### config.mk
export PLATFORM = sky130hd
export DESIGN_NAME = fetch_unit_flat
export DESIGN_NICKNAME = d
export VERILOG_FILES = /design/src/rtl/fetch_if.sv /design/src/rtl/fetch_unit.sv /design/src/flat_wrapper.sv
export SDC_FILE = /design/constraint.sdc
export NUM_CORES = 1
export LEC_CHECK = 0
export ABC_AREA = 1
export BUFFER_PORTS_ARGS = -buffer_cell sky130_fd_sc_hd__clkbuf_2
export CORE_MARGIN = 2
export CORE_UTILIZATION = 40
export CTS_BUF_LIST = sky130_fd_sc_hd__clkbuf_8
export CTS_CLUSTER_DIAMETER = 50
export DETAILED_ROUTE_END_ITERATION = 8
export PLACE_DENSITY = 0.73
export SETUP_SLACK_MARGIN = 0.05
export SLEW_MARGIN = 10
export SYNTH_ARGS = -nofsm -noshare
export SYNTH_HDL_FRONTEND = slang
export SYNTH_SLANG_ARGS = --single-unit
export TNS_END_PERCENT = 5
### constraint.sdc
create_clock -name clk -period 2.9 [get_ports clk]
set_clock_uncertainty 0.2 [all_clocks]
set_input_delay 0 -clock clk [delete_from_list [all_inputs] [get_ports clk]]
set_output_delay 0 -clock clk [all_outputs]
set_load 0.01 [all_outputs]
### src/rtl/fetch_if.sv
// Bundle of the fetch front end's memory handshake, pipeline hand-off and redirect signals.
// The fetch unit uses the master side; memory and pipeline models use the slave side.
interface fetch_if;
  logic        imem_req;
  logic [31:0] imem_addr;
  logic        imem_rvalid;
  logic [31:0] imem_rdata;
  logic        stall_in;
  logic        redirect_valid;
  logic [31:0] redirect_pc;
  logic [31:0] instr_out;
  logic [31:0] pc_plus_4_out;
  logic        valid_out;

  modport master (
    output imem_req, imem_addr, instr_out, pc_plus_4_out, valid_out,
    input  imem_rvalid, imem_rdata, stall_in, redirect_valid, redirect_pc
  );

  modport slave (
    input  imem_req, imem_addr, instr_out, pc_plus_4_out, valid_out,
    output imem_rvalid, imem_rdata, stall_in, redirect_valid, redirect_pc
  );
endinterface

### src/rtl/fetch_unit.sv
// Instruction fetch front end: owns the PC, keeps one request outstanding to instruction
// memory and hands each fetched word plus its PC+4 to the fetch-stage pipeline register.
module fetch_unit #(
  parameter logic [31:0] RESET_PC = 32'h0000_0000
) (
  input logic   clk,
  input logic   rst,
  fetch_if.master bus
);

  typedef enum logic [1:0] {
    S_ISSUE = 2'd0,
    S_WAIT  = 2'd1,
    S_HOLD  = 2'd2,
    S_DRAIN = 2'd3
  } state_t;

  state_t      state, state_n;
  logic [31:0] pc, pc_n;
  logic        req, req_n;
  logic [31:0] addr, addr_n;
  logic [31:0] instr, instr_n;
  logic [31:0] pc4, pc4_n;
  logic        valid, valid_n;

  function automatic logic [31:0] word_align(input logic [31:0] a);
    return a & 32'hFFFF_FFFC;
  endfunction

  // Wraps modulo 2^32, so the last word of the address space steps to 0.
  function automatic logic [31:0] next_word(input logic [31:0] a);
    return a + 32'd4;
  endfunction

  always_ff @(posedge clk) begin
    if (rst) begin
      state <= S_ISSUE;
      pc    <= word_align(RESET_PC);
      req   <= 1'b0;
      addr  <= 32'd0;
      instr <= 32'd0;
      pc4   <= 32'd0;
      valid <= 1'b0;
    end else begin
      state <= state_n;
      pc    <= pc_n;
      req   <= req_n;
      addr  <= addr_n;
      instr <= instr_n;
      pc4   <= pc4_n;
      valid <= valid_n;
    end
  end

  always_comb begin
    state_n = state;
    pc_n    = pc;
    req_n   = 1'b0;
    addr_n  = addr;
    instr_n = instr;
    pc4_n   = pc4;
    valid_n = valid;

    if (bus.redirect_valid) begin
      // Redirect squashes the held instruction and any fetch in flight; a request
      // already sent to memory must have its response drained before re-issuing.
      pc_n    = word_align(bus.redirect_pc);
      valid_n = 1'b0;
      instr_n = 32'd0;
      pc4_n   = 32'd0;
      case (state)
        S_WAIT, S_DRAIN: state_n = bus.imem_rvalid ? S_ISSUE : S_DRAIN;
        default:         state_n = S_ISSUE;
      endcase
    end else begin
      case (state)
        S_ISSUE: begin
          req_n   = 1'b1;
          addr_n  = pc;
          state_n = S_WAIT;
        end
        S_WAIT: begin
          if (bus.imem_rvalid) begin
            instr_n = bus.imem_rdata;
            pc4_n   = next_word(pc);
            pc_n    = next_word(pc);
            valid_n = 1'b1;
            state_n = S_HOLD;
          end
        end
        S_HOLD: begin
          // Consuming the held word and issuing the next fetch share one cycle.
          if (!bus.stall_in) begin
            valid_n = 1'b0;
            req_n   = 1'b1;
            addr_n  = pc;
            state_n = S_WAIT;
          end
        end
        S_DRAIN: begin
          if (bus.imem_rvalid) state_n = S_ISSUE;
        end
        default: state_n = S_ISSUE;
      endcase
    end
  end

  assign bus.imem_req      = req;
  assign bus.imem_addr     = addr;
  assign bus.instr_out     = instr;
  assign bus.pc_plus_4_out = pc4;
  assign bus.valid_out     = valid;

endmodule

### src/flat_wrapper.sv
// flat-port wrapper written by rule: the top's interface ports become plain ports
module fetch_unit_flat 
#(
  parameter logic [31:0] RESET_PC = 32'h0000_0000
)
  (clk, rst, bus_imem_req, bus_imem_addr, bus_instr_out, bus_pc_plus_4_out, bus_valid_out, bus_imem_rvalid, bus_imem_rdata, bus_stall_in, bus_redirect_valid, bus_redirect_pc);
  fetch_if bus_i ();
  input logic clk;
  input logic rst;
  output wire logic [$bits(bus_i.imem_req)-1:0] bus_imem_req;
  output wire logic [$bits(bus_i.imem_addr)-1:0] bus_imem_addr;
  output wire logic [$bits(bus_i.instr_out)-1:0] bus_instr_out;
  output wire logic [$bits(bus_i.pc_plus_4_out)-1:0] bus_pc_plus_4_out;
  output wire logic [$bits(bus_i.valid_out)-1:0] bus_valid_out;
  input wire logic [$bits(bus_i.imem_rvalid)-1:0] bus_imem_rvalid;
  input wire logic [$bits(bus_i.imem_rdata)-1:0] bus_imem_rdata;
  input wire logic [$bits(bus_i.stall_in)-1:0] bus_stall_in;
  input wire logic [$bits(bus_i.redirect_valid)-1:0] bus_redirect_valid;
  input wire logic [$bits(bus_i.redirect_pc)-1:0] bus_redirect_pc;
  assign bus_imem_req = bus_i.imem_req;
  assign bus_imem_addr = bus_i.imem_addr;
  assign bus_instr_out = bus_i.instr_out;
  assign bus_pc_plus_4_out = bus_i.pc_plus_4_out;
  assign bus_valid_out = bus_i.valid_out;
  assign bus_i.imem_rvalid = bus_imem_rvalid;
  assign bus_i.imem_rdata = bus_imem_rdata;
  assign bus_i.stall_in = bus_stall_in;
  assign bus_i.redirect_valid = bus_redirect_valid;
  assign bus_i.redirect_pc = bus_redirect_pc;
  fetch_unit #(.RESET_PC(RESET_PC)) u_core (.clk(clk), .rst(rst), .bus(bus_i));
endmodule
# Word level (Yosys, flattened, before mapping)
# Index checks and enable logic that the tools add are counted.
[classes]
n_addsub = 1
n_mul = 0
div = 0
n_lt_le_gt_ge = 0
eq_ne = 8
shifts = 0
n_mux = 17
bitwise = 1
n_reduce_logical = 12
[op_table]
columns = ["cell", "count"]
rows = [
  ["2-to-1 mux 32 bit", 4],
  ["one-hot mux 32 bit (2 select lines)", 1],
  ["adder 32 x 3 -> 32 bit, second input constant", 1],
  ["2-to-1 mux 2 bit", 6],
  ["inequality test 3 bit, second input constant", 3],
  ["AND reduction 3 bit", 3],
  ["one-hot mux 2 bit (4 select lines)", 1],
  ["nonzero test 2 bit", 4],
  ["== test 2 bit, second input constant", 2],
  ["inequality test 2 bit, second input constant", 2],
  ["one-hot mux 1 bit (2 select lines)", 2],
  ["AND reduction 2 bit", 2],
  ["OR reduction 2 bit", 2],
  ["2-to-1 mux 1 bit", 3],
  ["== test 2 x 1 -> 1 bit, second input constant", 1],
  ["logical NOT 2 bit", 1],
  ["NOT 1 bit", 1],
]
[totals]
reg_bits = 132
latch_bits = 0
ram_bits = 0
rom_bits = 0
input_bits = 69
out_inout_bits = 98
wordCells = 47
n_memories = 0

# Depth between registers and ports, before layout
# Gate-level depths: netlist (run 1).
[logic_depth]
word_depth = 4
depth_mapped = 9
depth_no_buf = 9

# Worst setup path after synthesis (run 1)
# Ideal clock, no wire load.
[synth_timing]
kind = "reg2reg"
from = "reg u_core.pc[2]"
to = "reg u_core.pc4[18], in the netlist u_core.bus.pc_plus_4_out[18]"
t_arrival_ps = 1291
required_time_ps = 2577
path_slack_ps = 1286
path_stages_with_launch = 9
period_less_slack_ps = 1614
path_cell_list = "dfxtp_1 -> ha_1 -> nand2_1 -> nor2_2 -> nand2_2 -> nor2_2 -> nand3_1 -> o211ai_1 -> nand2_1"
[synth_between]
elab_chain_len = 1
[synth_lines]
columns = ["item", "line_no", "source"]
rows = [
  ["from (decl)", "fetch_unit.sv:19", "logic [31:0] pc, pc_n;"],
  ["from (signal assigned)", "fetch_unit.sv:38", "pc <= word_align(RESET_PC);"],
  ["from (signal assigned)", "fetch_unit.sv:46", "pc <= pc_n;"],
  ["adder 32 x 3 -> 32 bit", "fetch_unit.sv:32", "return a + 32'd4;"],
  ["to (signal assigned)", "fetch_unit.sv:50", "pc4 <= pc4_n;"],
  ["to (decl)", "fetch_unit.sv:23", "logic [31:0] pc4, pc4_n;"],
]
# Every way passes these cells.
# A chain may end at the register's enable or synchronous reset.

# Worst setup path after layout (run 1)
[layout_timing]
from = "reg u_core.pc[2]"
to = "reg u_core.pc[14]"
[layout_between]
elab_chain_len = 4
[layout_lines]
columns = ["item", "line_no", "source"]
rows = [
  ["adder 32 x 3 -> 32 bit", "fetch_unit.sv:32", ""],
  ["2-to-1 mux 32 bit", "fetch_unit.sv:83", "if (bus.imem_rvalid) begin"],
  ["2-to-1 mux 32 bit", "fetch_unit.sv:76", "case (state)"],
  ["2-to-1 mux 32 bit", "fetch_unit.sv:64", "if (bus.redirect_valid) begin"],
]
# Every way passes these cells. The select of a mux whose other input is x is not followed.

==> results of run 1 <==
==> what timing repair did <==
| action | 4_1_cts | 5_1_grt |
|---|---|---|
| gates resized for setup | 0 | 0 |
| buffers inserted | 0 | 0 |
| hold buffers | 88 | 0 |
| endpoints found under the hold margin | 90 | 0 |
==> metrics by stage <==
stage | worst slack, ps | std cells
after floorplan | 1286 | 652
after global placement | 923.5 | 959
after detailed placement | 917.5 | 959
after CTS | 422.8 | 1079
after global routing | 184.5 | 1079
final | 357.0 | 1079
==> kinds of logic (layout without fill, tap and decap cells) <==
group / count (synthesis) / in the layout / synth area share
and+or+nand+nor: 304 / 304 / 0.2538
AOI/OAI and AO/OA: 136 / 136 / 0.1709
DFF: 126 / 126 / 0.4993
buffers and inverters: 81 / 336 / 0.07281
adders and majority gates: 1 / 1 / 0.002476
other: 1 / 4 / 0.0007422
==> flip-flops by register name, summed over array words and instances (netlist names) <==
signal                    cells
u_core.bus.instr_out         32
u_core.bus.imem_addr         30
u_core.bus.valid_out          1
u_core.bus.pc_plus_4_out     30
u_core.state                  2
u_core.pc                    30
u_core.bus.imem_req           1
==> power by group through the flow <==
stage / logic (mW) / registers, mW / clock network, mW
floorplan: 0.180 / 1.91 / 0
detailed placement: 0.337 / 1.90 / 0
global route: 0.489 / 1.88 / 1.77
global placement: 0.331 / 1.90 / 0
CTS: 0.433 / 1.86 / 1.68
finish: 0.441 / 1.87 / 1.65
==> tightest hold or removal path: cells and delay by family <==
| kind | cells | cell delay, ps |
|---|---|---|
| buffers and inverters | 1 | 460 |
| AOI/OAI and AO/OA | 1 | 180 |
| and+or+nand+nor | 1 | 60 |
==> per-layer routing <==
layer  up-vias  GRT usage
met5         -          0
met3        26    0.06227
li1       2651          -
met2       210     0.3744
met4         0    0.09127
met1      2350     0.3104
==> Yosys cell counts, types with 4 or more instances <==
cell type,count,area (um2)
sky130_fd_sc_hd__buf_2,15,75.07
sky130_fd_sc_hd__nor2_1,54,202.7
sky130_fd_sc_hd__o211ai_1,11,82.58
sky130_fd_sc_hd__nand3_1,56,280.3
sky130_fd_sc_hd__o21ai_0,42,210.2
sky130_fd_sc_hd__a32oi_1,4,35.03
sky130_fd_sc_hd__nand2_1,177,664.4
sky130_fd_sc_hd__nor2_2,5,31.28
sky130_fd_sc_hd__inv_1,39,146.4
sky130_fd_sc_hd__a21oi_1,33,165.2
sky130_fd_sc_hd__o21ai_1,7,35.03
sky130_fd_sc_hd__dfxtp_1,126,2522
sky130_fd_sc_hd__buf_4,6,45.04
sky130_fd_sc_hd__a22oi_1,5,37.54
sky130_fd_sc_hd__a22o_1,32,280.3
sky130_fd_sc_hd__clkbuf_1,8,30.03
sky130_fd_sc_hd__inv_2,9,33.78
==> worst max-delay path by stage <==
stage | from | end | cells after the start
floorplan | u_core.pc[2]$_SDFFE_PP0P_ | u_core.bus.pc_plus_4_out[18]$_SDFFE_PP0P_ | 8
global placement | bus_redirect_valid | u_core.bus.imem_addr[28]$_SDFFE_PP0P_ | 7
detailed placement | u_core.pc[2]$_SDFFE_PP0P_ | u_core.pc[18]$_SDFFE_PP0P_ | 8
CTS | u_core.pc[2]$_SDFFE_PP0P_ | u_core.pc[14]$_SDFFE_PP0P_ | 9
global route | u_core.pc[2]$_SDFFE_PP0P_ | u_core.pc[12]$_SDFFE_PP0P_ | 9
finish | u_core.pc[2]$_SDFFE_PP0P_ | u_core.pc[14]$_SDFFE_PP0P_ | 9
==> area by class of cell <==
type / instances / area [um2]
timing repair buffer: 256 / 1742
clock buffer: 20 / 275.3
sequential: 126 / 2522
tap: 172 / 215.2
inverter: 48 / 180.2
clock inverter: 12 / 160.2
fill: 1115 / 5192
multi-input combinational: 445 / 2178
==> Implementation_results.wiki, run 1 <==
{| class="wikitable"
! Metric !! Value
|-
| Critical path start-end classification || register to register
|-
| Final Wtd Congestion || 0.9298
|-
| Gate power share || 0.111
|-
| Final Power || 3.958 mW
|-
| Worst R2R Setup Slack || 360 ps
|-
| Shortest period the worst path allows || 2543 ps
|-
| Number of CTS-inserted buffers || 17
|-
| Buf+Inv Stages, Crit Path || 1
|-
| Final Hold Fails || 0
|-
| Max Clk Rate || 0.3932 GHz
|-
| Worst hold path class || input port to register
|-
| Num Clock Sinks || 126
|-
| Cell area after layout || 7273 um2
|-
| Clock transition time at the flip-flop clock pins of the worst setup and hold paths || 70 ps
|-
| Wire length of the first global-routing pass || 24950 um
|-
| Critical path's top delay family || simple AND/OR/NAND/NOR gates
|-
| Share of synthesized flip-flops with an asynchronous set or reset || 0
|-
| Top Metal Used || met4
|-
| Largest stage delay, worst path || 560 ps
|-
| Via count || 5237
|-
| Htree depth || 4
|-
| Floorplan Core Area || 12470 um2
|-
| Type of element capturing the critical path || register
|-
| Die footprint || 13550 um2
|-
| Clk pwr share || 0.417
|-
| Starting Density || 0.4053
|-
| Crit path max-delay cell type || sky130_fd_sc_hd__dlygate4sd3_1
|-
| Port-buffer cells || 160
|-
| Most frequent cells in the layout || sky130_fd_sc_hd__nand2_1, sky130_fd_sc_hd__clkbuf_2, sky130_fd_sc_hd__dfxtp_1
|-
| RSZ-0062 raised after global routing || false
|-
| Number of rows in the core area || 41
|-
| YS warnings || 0
|-
| Metal2 WL || 6969 um
|-
| Met1 wire length || 7010 um
|-
| Root Buffer Master || sky130_fd_sc_hd__clkbuf_8
|-
| Final cell utilization of the core || 0.5835
|-
| Pin count of the biggest net entering global routing || 56
|-
| Number of routed nets with antenna violations || 0
|-
| Sw Ratio || 0.2570
|-
| Outcome || complete, no violations
|-
| Part of the total power dissipated in sequential elements || 0.471
|-
| Startpoint kind of the worst setup timing path || register
|-
| Total routed wirelength || 15500 um
|-
| Drt pass-1 iters || 5
|-
| Fraction of layout instances using a drive strength above 1 || 0.2437
|-
| Cell count after synthesis || 649
|-
| Crit path arrival time || 2670 ps
|-
| Worst-case vdd ir drop || 0.2678 mV
|-
| Number of max-cap violations || 0
|-
| Number of synthesized flops with an enable pin || 0
|-
| Iteration-0 DRC count of the detailed router || 422
|-
| Drt drc || 0
|-
| Source-to-sink clock delay at the later pin of the worst-skew pair || 440 ps
|-
| FF-to-FF path depth || 9
|-
| Max Transition Viols Final || 0
|-
| Worst slew margin || 0.5788
|-
| Standby leakage power || 3.407 nW
|-
| Reg-to-Reg End || u_core.pc[14]$_SDFFE_PP0P_
|-
| Post-place instance area || 5957 um2
|-
| Average wire length per cell after detail routing || 14.37 um
|-
| Largest fanout on the critical path || 6
|-
| Most frequent standard cell in the layout excluding fill and tap cells || sky130_fd_sc_hd__nand2_1
|-
| Required arrival time at the worst endpoint || 3030 ps
|-
| Mean cell area of the mapped netlist || 7.785 um2
|-
| Net Switching || 1.017 mW
|-
| Clock tree from TritonCTS || built
|-
| Chip Width || 116.4 um
|-
| Final period utilization || 0.8769
|-
| Number of storage elements in the synthesis netlist || 126
|-
| Number of diodes added for antenna fixing || 0
|-
| Cell Pwr Density || 544.2 nW/um2
|-
| GRT Total Usage || 0.2367
|-
| Setup-violating endpoint count in the final report || 0
|-
| Start point of the worst hold path || bus_redirect_valid
|-
| I/O pins || 167
|-
| Final nets || 964
|-
| Worst-margin pin slew || 629.4 ps
|-
| Terminating pin of the worst hold path || u_core.pc[15]$_SDFFE_PP0P_
|-
| Area growth from synthesis to layout || 43.96%
|-
| Worst reg2reg startpoint || u_core.pc[2]$_SDFFE_PP0P_
|-
| Distinct cell type count after synthesis || 31
|-
| Worst slack on hold paths || 94.87 ps
|-
| Number of buffers on the longest clock path || 2
|-
| Number of global-route vias before repair || 5029
|-
| Total congestion overflow after global routing || 0
|-
| Post-DP HPWL || 9974 um
|-
| Leading register cell type out of synthesis || sky130_fd_sc_hd__dfxtp_1
|-
| Worst hold path stage count || 3
|-
| Cell chain of the critical path || ha_1 > nand2_1 > nor2_2 > nand2_2 > nor2_2 > nand2_1 > nand3_1 > o211ai_1 > dlygate4sd3_1
|-
| Netlist area before placement || 5052 um2
|-
| TNS Setup || 0 ps
|-
| Number of antenna violations at the first check in global routing || 0
|-
| Internal power || 2.941 mW
|-
| Seq/Total Area, Yosys || 0.4993
|-
| Die Y || 116.4 um
|-
| DR vias/cell || 4.854
|-
| Total met3 wirelength after detailed routing || 1207 um
|}
Power figures use the tool's default switching activity.
==> inputs of run 2 (changes only) <==
==> constraint.sdc (replaced) <==
create_clock -name clk -period 2.9 [get_ports clk]
set_clock_uncertainty 0.2 [all_clocks]
set_input_delay 0.145 -clock clk [delete_from_list [all_inputs] [get_ports clk]]
set_output_delay 0.145 -clock clk [all_outputs]
set_load 0.01 [all_outputs]
==> run 2 against run 1 <==
- combinational power fell by 5.0%
- wire length decreased by 2.0%
- maximum frequency increased by 18%
- first-iteration DRC count fell by 17%
- sequential power barely moved
- global-route usage shrank 0.31 points
- worst setup slack improved by 380 ps
- die area is the same
- hold slack lost 51 ps
==> Implementation_results.wiki, run 2 (same netlist as run 1, synthesis figures left out) <==
{| class="wikitable"
! Metric !! Value
|-
| Drt drc || 0
|-
| Cell area after layout || 7138 um2
|-
| Total congestion overflow after global routing || 0
|-
| Crit path arrival time || 2300 ps
|-
| Average wire length per cell after detail routing || 14.27 um
|-
| Met1 usage || 0.2854
|-
| Floorplan Core Area || 12470 um2
|-
| Final Hold Fails || 0
|-
| Pin count of the biggest net entering global routing || 56
|-
| Number of CTS-inserted buffers || 17
|-
| Most used routing layer in global routing || met2
|-
| Worst slew margin || 0.5772
|-
| Number of max-cap violations || 0
|-
| Final Wtd Congestion || 0.9155
|-
| Max Transition Viols Final || 0
|-
| TNS Setup || 0 ps
|-
| Worst hold path class || input port to register
|-
| DR vias/cell || 4.853
|-
| Fraction of layout instances using a drive strength above 1 || 0.2466
|-
| Final cell utilization of the core || 0.5726
|-
| Area growth from synthesis to layout || 41.28%
|-
| Crit path max-delay cell type || sky130_fd_sc_hd__dlygate4sd3_1
|-
| Largest stage delay, worst path || 560 ps
|-
| Largest fanout on the critical path || 37
|-
| Drt pass-1 iters || 5
|-
| Startpoint kind of the worst setup timing path || register
|-
| Met3 Track Usage GR || 0.07213
|-
| Post-place instance area || 5977 um2
|-
| Worst slack on hold paths || 44.09 ps
|-
| Worst-margin pin slew || 631.9 ps
|-
| GRT Total Usage || 0.2336
|-
| Layout filler cell count || 1163
|-
| Number of antenna violations at the first check in global routing || 0
|-
| Max reg flops || 32
|-
| Number of global-route vias before repair || 5007
|-
| GR Layer Usage met2 || 0.3798
|-
| Starting Density || 0.4053
|-
| Type of element capturing the critical path || register
|-
| RSZ-0062 raised after global routing || false
|-
| Number of routed nets with antenna violations || 0
|-
| Final nets || 950
|-
| Most frequent cells in the layout || sky130_fd_sc_hd__nand2_1, sky130_fd_sc_hd__clkbuf_2, sky130_fd_sc_hd__dfxtp_1
|-
| Htree depth || 4
|-
| Standby leakage power || 3.318 nW
|-
| Num Clock Sinks || 126
|-
| Chip Width || 116.4 um
|-
| Die Y || 116.4 um
|-
| Cell Pwr Density || 552.6 nW/um2
|-
| Clock tree from TritonCTS || built
|-
| Post-DP HPWL || 10140 um
|-
| Final period utilization || 0.7451
|-
| Iteration-0 DRC count of the detailed router || 350
|-
| Total routed wirelength || 15190 um
|-
| Wire length of the first global-routing pass || 24270 um
|-
| Number of diodes added for antenna fixing || 0
|-
| Shortest period the worst path allows || 2161 ps
|-
| Critical path start-end classification || register to register
|-
| Number of gates given a new drive strength after cts || 0
|-
| Clock transition time at the flip-flop clock pins of the worst setup and hold paths || 70 ps
|-
| Outcome || complete, no violations
|-
| Number of rows in the core area || 41
|-
| Worst-case vdd ir drop || 0.4188 mV
|-
| Most frequent standard cell in the layout excluding fill and tap cells || sky130_fd_sc_hd__nand2_1
|-
| Cell chain of the critical path || nand3_4 > nand2_4 > nor2_4 > buf_4 > a32oi_1 > dlygate4sd3_1 > nand2_1
|-
| Source-to-sink clock delay at the later pin of the worst-skew pair || 450 ps
|-
| Die footprint || 13550 um2
|-
| Number of buffers on the longest clock path || 2
|-
| Max Clk Rate || 0.4628 GHz
|-
| Root Buffer Master || sky130_fd_sc_hd__clkbuf_8
|-
| Final Power || 3.945 mW
|-
| Via count || 5164
|-
| Required arrival time at the worst endpoint || 3040 ps
|-
| Port-buffer cells || 160
|-
| I/O pins || 167
|-
| Setup-violating endpoint count in the final report || 0
|}
run 2: cell types whose count changed in the layout (fill, tap and decap cells not counted), sizes merged:
| cell | delta |
|---|---|
| buf | +1 |
| bufinv | +1 |
| clkbuf | -1 |
| clkinv | -1 |
| dlygate4sd3 | -15 |
run 2: final timing paths:
path                                                   from                                        end  slack, ps  depth (start not counted)
hold reg to reg   u_core.bus.pc_plus_4_out[21]$_SDFFE_PP0P_  u_core.bus.pc_plus_4_out[21]$_SDFFE_PP0P_        250                          2
setup / recovery               u_core.state[0]$_SDFFE_PP0P_                 u_core.pc[13]$_SDFFE_PP0P_        740                          7
setup reg to reg               u_core.state[0]$_SDFFE_PP0P_                 u_core.pc[13]$_SDFFE_PP0P_        740                          7
hold / removal                           bus_redirect_valid   u_core.bus.pc_plus_4_out[2]$_SDFFE_PP0P_         40                          3
run 2: area by class of cell:
class                           instances  area [um2]  area share
Multi-Input combinational cell        445        2178      0.3052
Clock buffer                           19       261.5     0.03663
Timing Repair Buffer                  242        1612      0.2258
Tap cell                              172       215.2     0.03015
Clock inverter                         12       168.9     0.02366
Inverter                               48       180.2     0.02524
Sequential cell                       126        2522      0.3534
run 2: metrics by stage:
| stage | instances | setup WS, ps |
|---|---|---|
| floorplan | 652 | 1286 |
| global placement | 960 | 963.8 |
| detailed placement | 960 | 908.2 |
| CTS | 1064 | 726.2 |
| global route | 1064 | 565.2 |
| finish | 1064 | 739.3 |
run 2: routing by layer:
| layer | vias up | wire, um |
|---|---|---|
| met2 | 197 | 6864 |
| met4 | 0 | 406 |
| li1 | 2621 | - |
| met3 | 25 | 1185 |
| met1 | 2321 | 6729 |
| met5 | - | 0 |
run 2: repair_timing:
action	4_1_cts	5_1_grt
buffers inserted	0	0
endpoints found under the hold margin	66	0
setup endpoints to repair	0	0
hold buffers	73	0
run 2: power by group:
group,total [mW],switching (mW),internal (mW)
registers,1.87,0.0601,1.81
logic,0.419,0.225,0.194
clock network,1.66,0.690,0.968
total,3.94,0.975,2.97
run 2: worst max-delay path: cells and delay by family, from the launching register on:
| family | cells | cell delay, ps |
|---|---|---|
| and+or+nand+nor | 4 | 410 |
| DFF | 1 | 450 |
| AOI/OAI and AO/OA | 1 | 180 |
| buffers and inverters | 2 | 820 |
==> inputs of run 3 (changes only) <==
Clock period 2.9 ns to 2 ns, I/O delays scaled along.
==> run 3 against run 2 <==
- clock power increased by 18%
- wire length is 0.61% lower
- final cell count grew 0.56%
- die area did not move
- global-route usage hardly changed
==> Implementation_results.wiki, run 3 (same netlist as run 1, synthesis figures left out) <==
{| class="wikitable"
! Metric !! Value
|-
| Number of diodes added for antenna fixing || 0
|-
| Crit-path most repeated cell || sky130_fd_sc_hd__dlygate4sd3_1
|-
| Number of global-route vias before repair || 4999
|-
| Crit path max-delay cell type || sky130_fd_sc_hd__dlygate4sd3_1
|-
| Number of CTS-inserted buffers || 17
|-
| Max reg flops || 32
|-
| Placed Cells || 966
|-
| Clock transition time at the flip-flop clock pins of the worst setup and hold paths || 70 ps
|-
| Startpoint kind of the worst setup timing path || input port
|-
| Number of max-cap violations || 0
|-
| Cell chain of the critical path || dlygate4sd3_1 > clkbuf_2 > inv_2 > buf_6 > nand3_1 > dlygate4sd3_1 > o211ai_1
|-
| RSZ-0062 raised after global routing || true
|-
| Most frequent standard cell in the layout excluding fill and tap cells || sky130_fd_sc_hd__nand2_1
|-
| Final period utilization || 0.9367
|-
| Setup-violating endpoint count in the final report || 0
|-
| Area growth from synthesis to layout || 41.08%
|-
| Part of the total power dissipated in sequential elements || 0.512
|-
| Final nets || 957
|-
| Max Transition Viols Final || 0
|-
| Floorplan Core Area || 12470 um2
|-
| GRT Total Usage || 0.2337
|-
| Number of buffers on the longest clock path || 2
|-
| Worst-case vdd ir drop || 0.4734 mV
|-
| DR vias/cell || 4.838
|-
| Number of routed nets with antenna violations || 0
|-
| Port-buffer cells || 160
|-
| Clock tree from TritonCTS || built
|-
| Die footprint || 13550 um2
|-
| Die Y || 116.4 um
|-
| Source-to-sink clock delay at the later pin of the worst-skew pair || 440 ps
|-
| Via count || 5177
|-
| Total congestion overflow after global routing || 0
|-
| Number of rows in the core area || 41
|-
| FF-to-FF path depth || 8
|-
| Final Hold Fails || 0
|-
| Pin count of the biggest net entering global routing || 56
|-
| Shortest period the worst path allows || 1873 ps
|-
| I/O pins || 167
|-
| Root Buffer Master || sky130_fd_sc_hd__clkbuf_8
|-
| Gate power share || 0.117
|-
| Number of standard cells in the layout, taps in and fillers out || 1070
|-
| Net Switching || 1.367 mW
|-
| Cell Pwr Density || 740.9 nW/um2
|-
| Average wire length per cell after detail routing || 14.11 um
|-
| Largest stage delay, worst path || 580 ps
|-
| Drt pass-1 iters || 5
|-
| Wire length of the first global-routing pass || 24450 um
|-
| Starting Density || 0.4053
|-
| Worst hold path class || input port to register
|-
| Critical path start-end classification || input port to register
|-
| TNS Setup || 0 ps
|-
| Standby leakage power || 3.329 nW
|-
| Htree depth || 4
|-
| Outcome || complete, no violations
|-
| Type of element capturing the critical path || register
|-
| Sw Ratio || 0.2589
|-
| Final Wtd Congestion || 0.9356
|-
| Largest fanout on the critical path || 55
|-
| Iteration-0 DRC count of the detailed router || 336
|-
| Most frequent cells in the layout || sky130_fd_sc_hd__nand2_1, sky130_fd_sc_hd__clkbuf_2, sky130_fd_sc_hd__dfxtp_1
|-
| Worst hold path stage count || 3
|-
| Number of antenna violations at the first check in global routing || 0
|-
| Crit path arrival time || 2040 ps
|-
| Num Clock Sinks || 126
|-
| Drt drc || 0
|-
| Clk pwr share || 0.371
|-
| Internal power || 3.914 mW
|-
| Total routed wirelength || 15090 um
|-
| Post-CTS repair timing setup buffer count || 0
|-
| Fraction of layout instances using a drive strength above 1 || 0.2494
|-
| Chip Width || 116.4 um
|-
| Post-DP HPWL || 10140 um
|-
| Max Clk Rate || 0.5338 GHz
|-
| Required arrival time at the worst endpoint || 2170 ps
|-
| Layout filler cell count || 1129
|}
-- run 3: cell types whose count changed in the layout (fill, tap and decap cells not counted), sizes merged --
cell         previous run  this run
clkinv                  3         4
bufinv                  4         1
inv                    49        52
dlygate4sd3            73        74
clkinvlp                4         2
buf                     9        15
-- run 3: power groups by stage --
stage,Combinational (mW),Sequential (mW),Clock (mW)
detailed placement,0.503,2.76,0
global route,0.688,2.72,2.13
CTS,0.614,2.70,2.00
global placement,0.495,2.76,0
finish,0.619,2.70,1.96
floorplan,0.261,2.78,0
-- run 3: critical path: cells and delay by family --
kind	cells	cell delay [ps]
buf+inv	5	1700
compound gates	1	100
simple gates	1	120
-- run 3: layer usage --
metal | global-route usage | vias up | wire length (um)
li1 | - | 2634 | -
met1 | 0.2881 | 2311 | 6673
met2 | 0.3798 | 204 | 6909
met3 | 0.08251 | 28 | 1165
met4 | 0.08254 | 0 | 346
met5 | 0 | - | 0
-- run 3: through the flow --
| stage | hold WS [ps] | cell area [um2] | setup WS (ps) | utilization | total power, mW |
|---|---|---|---|---|---|
| after detailed placement | 121.6 | 6022 | 145.5 | 0.4831 | 3.258 |
| after global routing | 186.7 | 7128 | 19.18 | 0.5718 | 5.534 |
| after global placement | 117.4 | 6022 | 192.0 | 0.4831 | 3.251 |
| final | 204.5 | 7128 | 126.6 | 0.5718 | 5.281 |
| after floorplan | -27.62 | 5064 | 386.0 | - | 3.038 |
| after CTS | 180.1 | 7104 | 61.26 | 0.5699 | 5.317 |
-- run 3: timing repair --
action | CTS | global route
endpoints found under the hold margin | 74 | 0
hold buffers | 74 | 0
gates resized for setup | 0 | 6
endpoints found under the setup margin | 0 | 22
-- run 3: final timing paths --
check                                                          startpoint                                   endpoint  slack [ps]
worst max register to register                  u_core.pc[2]$_SDFFE_PP0P_  u_core.bus.pc_plus_4_out[26]$_SDFFE_PP0P_         180
worst max-delay path                                                  rst                  u_core.pc[6]$_SDFFE_PP0P_         130
worst min-delay path                                    bus_imem_rdata[2]       u_core.bus.instr_out[2]$_SDFFE_PP0P_         200
worst min register to register  u_core.bus.pc_plus_4_out[11]$_SDFFE_PP0P_  u_core.bus.pc_plus_4_out[11]$_SDFFE_PP0P_         250
-- run 3: layout make-up --
cell class	instances	area, um2	share of cell area
Inverter	48	180.2	0.02528
Clock inverter	11	80.08	0.01123
Multi-Input combinational cell	445	2198	0.3084
Tap cell	172	215.2	0.03019
Clock buffer	19	261.5	0.03669
Timing Repair Buffer	249	1670	0.2343
Sequential cell	126	2522	0.3539
